## src/rtl/div_sequencer.sv

```systemverilog
// -----------------------------------------------------------------------------
// div_sequencer
//   Multi-cycle integer divider for the EX stage. One restoring radix-2 step
//   per cycle; a W-bit operation takes W CALC cycles. Divide-by-zero and the
//   signed overflow case skip CALC and go straight to DONE.
//
// Ports
//   s_clk_i       single clock
//   s_rst_i       synchronous, active-high reset
//   s_start_i     request a division (sampled only in IDLE)
//   s_op_i        00 DIV, 01 DIVU, 10 REM, 11 REMU (sampled with start)
//   s_dividend_i  dividend (sampled with start)
//   s_divisor_i   divisor (sampled with start)
//   s_stall_i     MA stage stall, holds DONE
//   s_flush_i     abort any operation, return to IDLE
//   s_busy_o      high in CALC or DONE
//   s_finished_o  result valid (DONE only)
//   s_result_o    quotient or remainder per latched op, 0 outside DONE
// -----------------------------------------------------------------------------
module div_sequencer #(
    parameter int W = 32
) (
    input  logic         s_clk_i,
    input  logic         s_rst_i,
    input  logic         s_start_i,
    input  logic [1:0]   s_op_i,
    input  logic [W-1:0] s_dividend_i,
    input  logic [W-1:0] s_divisor_i,
    input  logic         s_stall_i,
    input  logic         s_flush_i,
    output logic         s_busy_o,
    output logic         s_finished_o,
    output logic [W-1:0] s_result_o
);

    localparam int            CW        = $clog2(W);
    localparam logic [CW-1:0] LAST_STEP = CW'(W - 1);
    localparam logic [W-1:0]  INT_MIN   = {1'b1, {(W-1){1'b0}}};

    typedef enum logic [1:0] {
        IDLE,
        CALC,
        DONE
    } state_t;

    state_t state, state_next;

    // Operation state
    logic [W-1:0]  quot_q;       // dividend shifts out, quotient bits shift in
    logic [W-1:0]  rem_q;        // partial remainder, always < divisor between steps
    logic [W-1:0]  divisor_q;    // |divisor| for signed ops
    logic [CW-1:0] cnt_q;
    logic          is_rem_q;     // 1: return remainder, 0: return quotient
    logic          quot_neg_q;   // operand signs differed on a signed op
    logic          rem_neg_q;    // dividend was negative on a signed op

    // Decode of the request presented in IDLE
    logic         op_signed;
    logic         dividend_neg;
    logic         divisor_neg;
    logic [W-1:0] dividend_abs;
    logic [W-1:0] divisor_abs;
    logic         div_zero;
    logic         overflow;
    logic         accept;

    assign op_signed    = ~s_op_i[0];
    assign dividend_neg = op_signed & s_dividend_i[W-1];
    assign divisor_neg  = op_signed & s_divisor_i[W-1];
    assign dividend_abs = dividend_neg ? -s_dividend_i : s_dividend_i;
    assign divisor_abs  = divisor_neg  ? -s_divisor_i  : s_divisor_i;
    assign div_zero     = (s_divisor_i == '0);
    assign overflow     = op_signed && (s_dividend_i == INT_MIN) && (s_divisor_i == '1);
    assign accept       = (state == IDLE) && s_start_i && !s_flush_i;

    // One restoring step: shift {rem, quot} left, trial-subtract at W+1 bits.
    // If the shifted-out MSB is 1 the trial result is always non-negative, so
    // the W-bit stored remainder never loses information.
    logic [W:0] rem_shift;
    logic [W:0] trial;

    assign rem_shift = {rem_q, quot_q[W-1]};
    assign trial     = rem_shift - {1'b0, divisor_q};

    // -------------------------------------------------------------------------
    // FSM
    // -------------------------------------------------------------------------
    always_ff @(posedge s_clk_i) begin
        if (s_rst_i) begin
            state <= IDLE;
        end else begin
            state <= state_next;
        end
    end

    always_comb begin
        // NOTE: every signal written here gets a default first, so no path
        // leaves it unassigned and no latch is inferred.
        state_next = state;
        case (state)
            IDLE: if (s_start_i) state_next = (div_zero || overflow) ? DONE : CALC;
            CALC: if (cnt_q == LAST_STEP) state_next = DONE;
            DONE: if (!s_stall_i) state_next = IDLE;
            default: state_next = IDLE;
        endcase
        // Flush overrides start and stall in every state.
        if (s_flush_i) state_next = IDLE;
    end

    // -------------------------------------------------------------------------
    // Datapath
    // -------------------------------------------------------------------------
    always_ff @(posedge s_clk_i) begin
        // NOTE: sequential state uses non-blocking assignments only, so every
        // register samples the pre-edge values and evaluation order is moot.
        if (s_rst_i) begin
            // NOTE: these are a handful of flops, not a memory array, so
            // clearing them in reset is cheap and keeps the result port clean.
            quot_q     <= '0;
            rem_q      <= '0;
            divisor_q  <= '0;
            cnt_q      <= '0;
            is_rem_q   <= 1'b0;
            quot_neg_q <= 1'b0;
            rem_neg_q  <= 1'b0;
        end else if (accept) begin
            is_rem_q <= s_op_i[1];
            cnt_q    <= '0;
            if (div_zero) begin
                // Quotient all-ones, remainder is the raw dividend.
                quot_q     <= '1;
                rem_q      <= s_dividend_i;
                divisor_q  <= '0;
                quot_neg_q <= 1'b0;
                rem_neg_q  <= 1'b0;
            end else if (overflow) begin
                quot_q     <= INT_MIN;
                rem_q      <= '0;
                divisor_q  <= '0;
                quot_neg_q <= 1'b0;
                rem_neg_q  <= 1'b0;
            end else begin
                quot_q     <= dividend_abs;
                rem_q      <= '0;
                divisor_q  <= divisor_abs;
                quot_neg_q <= dividend_neg ^ divisor_neg;
                rem_neg_q  <= dividend_neg;
            end
        end else if (state == CALC) begin
            cnt_q <= cnt_q + CW'(1);
            if (!trial[W]) begin
                rem_q  <= trial[W-1:0];
                quot_q <= {quot_q[W-2:0], 1'b1};
            end else begin
                rem_q  <= rem_shift[W-1:0];
                quot_q <= {quot_q[W-2:0], 1'b0};
            end
        end
    end

    // -------------------------------------------------------------------------
    // Outputs: sign fix-up is combinational on registers frozen in DONE.
    // -------------------------------------------------------------------------
    logic [W-1:0] result_mag;
    logic         result_neg;

    assign result_mag = is_rem_q ? rem_q : quot_q;
    assign result_neg = is_rem_q ? rem_neg_q : quot_neg_q;

    always_comb begin
        s_result_o = '0;
        if (state == DONE) s_result_o = result_neg ? -result_mag : result_mag;
    end

    assign s_busy_o     = (state == CALC) || (state == DONE);
    assign s_finished_o = (state == DONE);

endmodule

```

## config.mk

```make
export PLATFORM = sky130hd
export DESIGN_NAME = div_sequencer
export DESIGN_NICKNAME = d
export VERILOG_FILES = /design/src/rtl/div_sequencer.sv
export SDC_FILE = /design/constraint.sdc
export NUM_CORES = 1
export LEC_CHECK = 0
export BUFFER_PORTS_ARGS = -buffer_cell sky130_fd_sc_hd__clkbuf_2
export CORE_UTILIZATION = 35
export DETAILED_ROUTE_END_ITERATION = 6
export PLACE_DENSITY_LB_ADDON = 0.25
export RECOVER_POWER = 25
export SLEW_MARGIN = 10
export SYNTH_ARGS = -nofsm -noshare
export SYNTH_HDL_FRONTEND = slang
export SYNTH_SLANG_ARGS = --single-unit
```

## constraint.sdc

```tcl
create_clock -name s_clk_i -period 4.9 [get_ports s_clk_i]
set_input_delay 0.245 -clock s_clk_i [delete_from_list [all_inputs] [get_ports s_clk_i]]
set_output_delay 0.245 -clock s_clk_i [all_outputs]
set_load 0.02 [all_outputs]
```

==> impl_metrics.toml <==
[power_and_ir_drop]
p_sw_share_pct = 40.85
seq_power_share_pct = 29.7
power_frac_comb_pct = 46.6
leakage_nw = 3.971
ir_worst_vdd_uv = 127.3
p_int_mw = 2.081
p_switching_mw = 1.437
pwr-share-clk_pct = 23.7
power.density_nw_per_um2 = 341.8
power.total_mw = 3.519

[grt]
grt_max_degree = 48
grt_pass1_wl_um = 44300
grt_overflow = 0
antenna_found_initial = 1
grt_pass1_vias = 8024
grt_usage_pct = 20.82

[final_layout]
layout_common_cells = "132 x a21oi_1, 107 x nor2_1, 105 x dfxtp_1, 101 x nand2_1, 101 x clkbuf_2"
drive_gt1_share_pct = 12.56
finalNetCount = 1390
final_common_cell = "a21oi_1"
fin_cells = 1618
num-fill-cells = 2713
fin_area_sq_um = 10290
fin_util_pct = 39.51
syn2layout_area_growth_pct = 10.84

[route]
drt_iter0_markers = 735
wl_um = 28220
first_pass_iters = 5
route.detailed.drc = 0
drtAntennaViolNets = 0
routedWlPerCell_um = 17.44
vias = 9001
vias_per_cell = 5.563

[placed_design]
place_area_sq_um = 9987
gp_congestion = 0.8460
dp_hpwl_um = 21870
place_ws_ns = 0.9290
numPortBuffers = 104
numPlacedInstances = 1601

[worst_setup_path]
crit_path_cell_trace = "inv_1 > ha_1 > nand2_1 > or2_2 > clkbuf_1 > nand2b_1 > clkbuf_1 > o32ai_1"
crit_path_end_kind = "flop"
worstPathArrival_ns = 4.28
critPathKind = "reg2reg"
cp_slowest_cell = "clkbuf_1"
path_buf_inv = 3
critPathRequiredTime_ns = 5.07
reg2reg_slack_ns = 0.79
critPathMaxStageDelay_ns = 1.38
cpMostUsedCell = "clkbuf_1"
cp-start-kind = "flop"
crit_family = "buffers and inverters"
r2r_end = "divisor_q[31]"
regToRegStartpoint = "state[1]"
r2r_cells = 8
crit_cells = 8
cp_max_fo = 39

[timing]
rsz0062_at_grt = "no"
finalCritPeriodShare_pct = 83.91
fin_skew_ns = 0.01186
tns_ns = 0
period_minus_slack_ns = 4.111
setup_viol = 0
hold_ws_ns = 0.09250
slew_violations = 79
slew_headroom_pct = -29.85
worstMarginPinSlew_ns = 1.948
fin_ws_ns = 0.7886
finalHoldViolations = 0
fmax_mhz = 243.2

[hold_path]
hp-class = "in2reg"
hold_path_depth = 3
holdPathEnd = "is_rem_q"
min_from = "s_op_i[1]"

[run]
timing.max_cap.violations = 2

[logic_synthesis]
async_flop_share_pct = 0
synth_edf_count = 0
syn_area_per_cell_sq_um = 7.557
synth_top_cell_by_area = "dfxtp_1"
synth-main-ff-cell = "dfxtp_1"
ys_seq_elements = 106
syn_area_sq_um = 9288
ys_seq_area_share_pct = 22.85
yosysUniqueCellTypes = 77
syn_inst = 1229
synthTopCellsByArea = "dfxtp_1 23%, a21oi_1 7.1%, mux2i_1 6.6%, ha_1 5.5%, xor2_1 5.5%"
synth_top_cell_area_share_pct = 22.85
ys_warn_count = 0
synthesis.nets = 1342

[clock_tree]
clk_latency_ns = 0.37
numCtsBuffers = 9
clock-sinks = 106
cts_tree = "yes"
post_cts_buffers = 0
clockBufferDepth = 2
clk_pin_slew_ns = 0.08
htreeDepth = 3
cts-root-buf = "clkbuf_16"
cts_resized = 0
ctsHoldBuffers = 0

[die]
initial_core_util_pct = 35.64
die_area_sq_um = 27190
core_sq_um = 26060
die_x_um = 164.9
io_pins = 105
die_h_um = 164.9
rows = 59

[status]
outcome = "finished, violations left"
violations = "capacitance limit, slew limit"
power groups by stage:
stage / combinational [mW] / sequential, mW / clock (mW)
4_1_cts: 1.63 / 1.04 / 0.841
6_report: 1.64 / 1.05 / 0.833
5_1_grt: 1.82 / 1.06 / 0.873
3_5_place_dp: 1.63 / 1.06 / 0
2_1_floorplan: 1.27 / 1.01 / 0
3_3_place_gp: 1.61 / 1.06 / 0
layer usage:
metal  vias to the layer above  global-route usage [%]  routed length [um]
met1                      4101                   31.12               14060
li1                       4579                       -                   -
met4                         0                   7.631                 699
met5                         -                       0                   0
met3                        32                   1.783                1996
met2                       289                   30.58               11470
state kept, by name, indices dropped and copies added, names as in the netlist:
name and count:
state 2, rem_neg_q 1, rem_q 32, quot_neg_q 1, is_rem_q 1, quot_q 32, cnt_q 5, divisor_q 32
kinds of logic after synthesis:
| logic type | synth area share (%) |
|---|---|
| AND/OR/NAND/NOR | 21.96 |
| adder cells (fa/ha/maj) | 5.739 |
| multiplexers | 8.299 |
| AO/OA/AOI/OAI | 25.47 |
| XOR/XNOR | 9.713 |
| flip-flops | 22.85 |
| buffers and inverters | 5.968 |
final cells by class:
class	count	area, sq um	share of cell area [%]
multi-input combinational	994	6620	64.30
sequential	106	2123	20.62
timing repair buffer	118	623.1	6.052
tap	335	419.2	4.071
clock buffer	10	229.0	2.224
inverter	48	180.2	1.750
clock inverter	6	97.59	0.9480
antenna	1	2.502	0.02431
how the worst max path moves through the flow:
stage	from	endpoint
global route	state[1]	rem_q[9]
floorplan	is_rem_q	s_result_o[26]
global placement	quot_q[31]	rem_q[4]
CTS	is_rem_q	s_result_o[28]
detailed placement	quot_q[31]	rem_q[4]
finish	state[1]	divisor_q[31]
worst min-delay path: cells and delay by family:
family | cells | cell delay (ns)
simple gates | 1 | 0.05
compound gates | 1 | 0.05
buf+inv | 1 | 0.08
Yosys cell counts, types with 4 or more instances:
cell type and number:
o41ai_1 11, nor3b_1 5, mux2_2 13, nand2b_1 17
nand4_1 14, and3_1 12, o22ai_1 30, and3b_1 4
ha_1 41, buf_2 11, o21bai_1 4, nor3_1 29
nand2_1 101, and2_1 22, mux2i_1 61, a31oi_1 20
nand3_1 19, nor4_1 9, a311oi_1 4, clkbuf_1 58
dfxtp_1 106, a21o_1 9, or3_1 19, xnor2_1 45
xor2_1 58, a211oi_1 21, buf_6 6, a21oi_1 132
o21ai_0 51, or4_1 8, a211o_1 9, nor2b_1 11
o21ai_1 4, o21a_1 11, o211ai_1 6, o31ai_1 17
inv_1 48, nor2_1 108, a221oi_1 20
No activity file was read; power rests on OpenSTA's default activity.
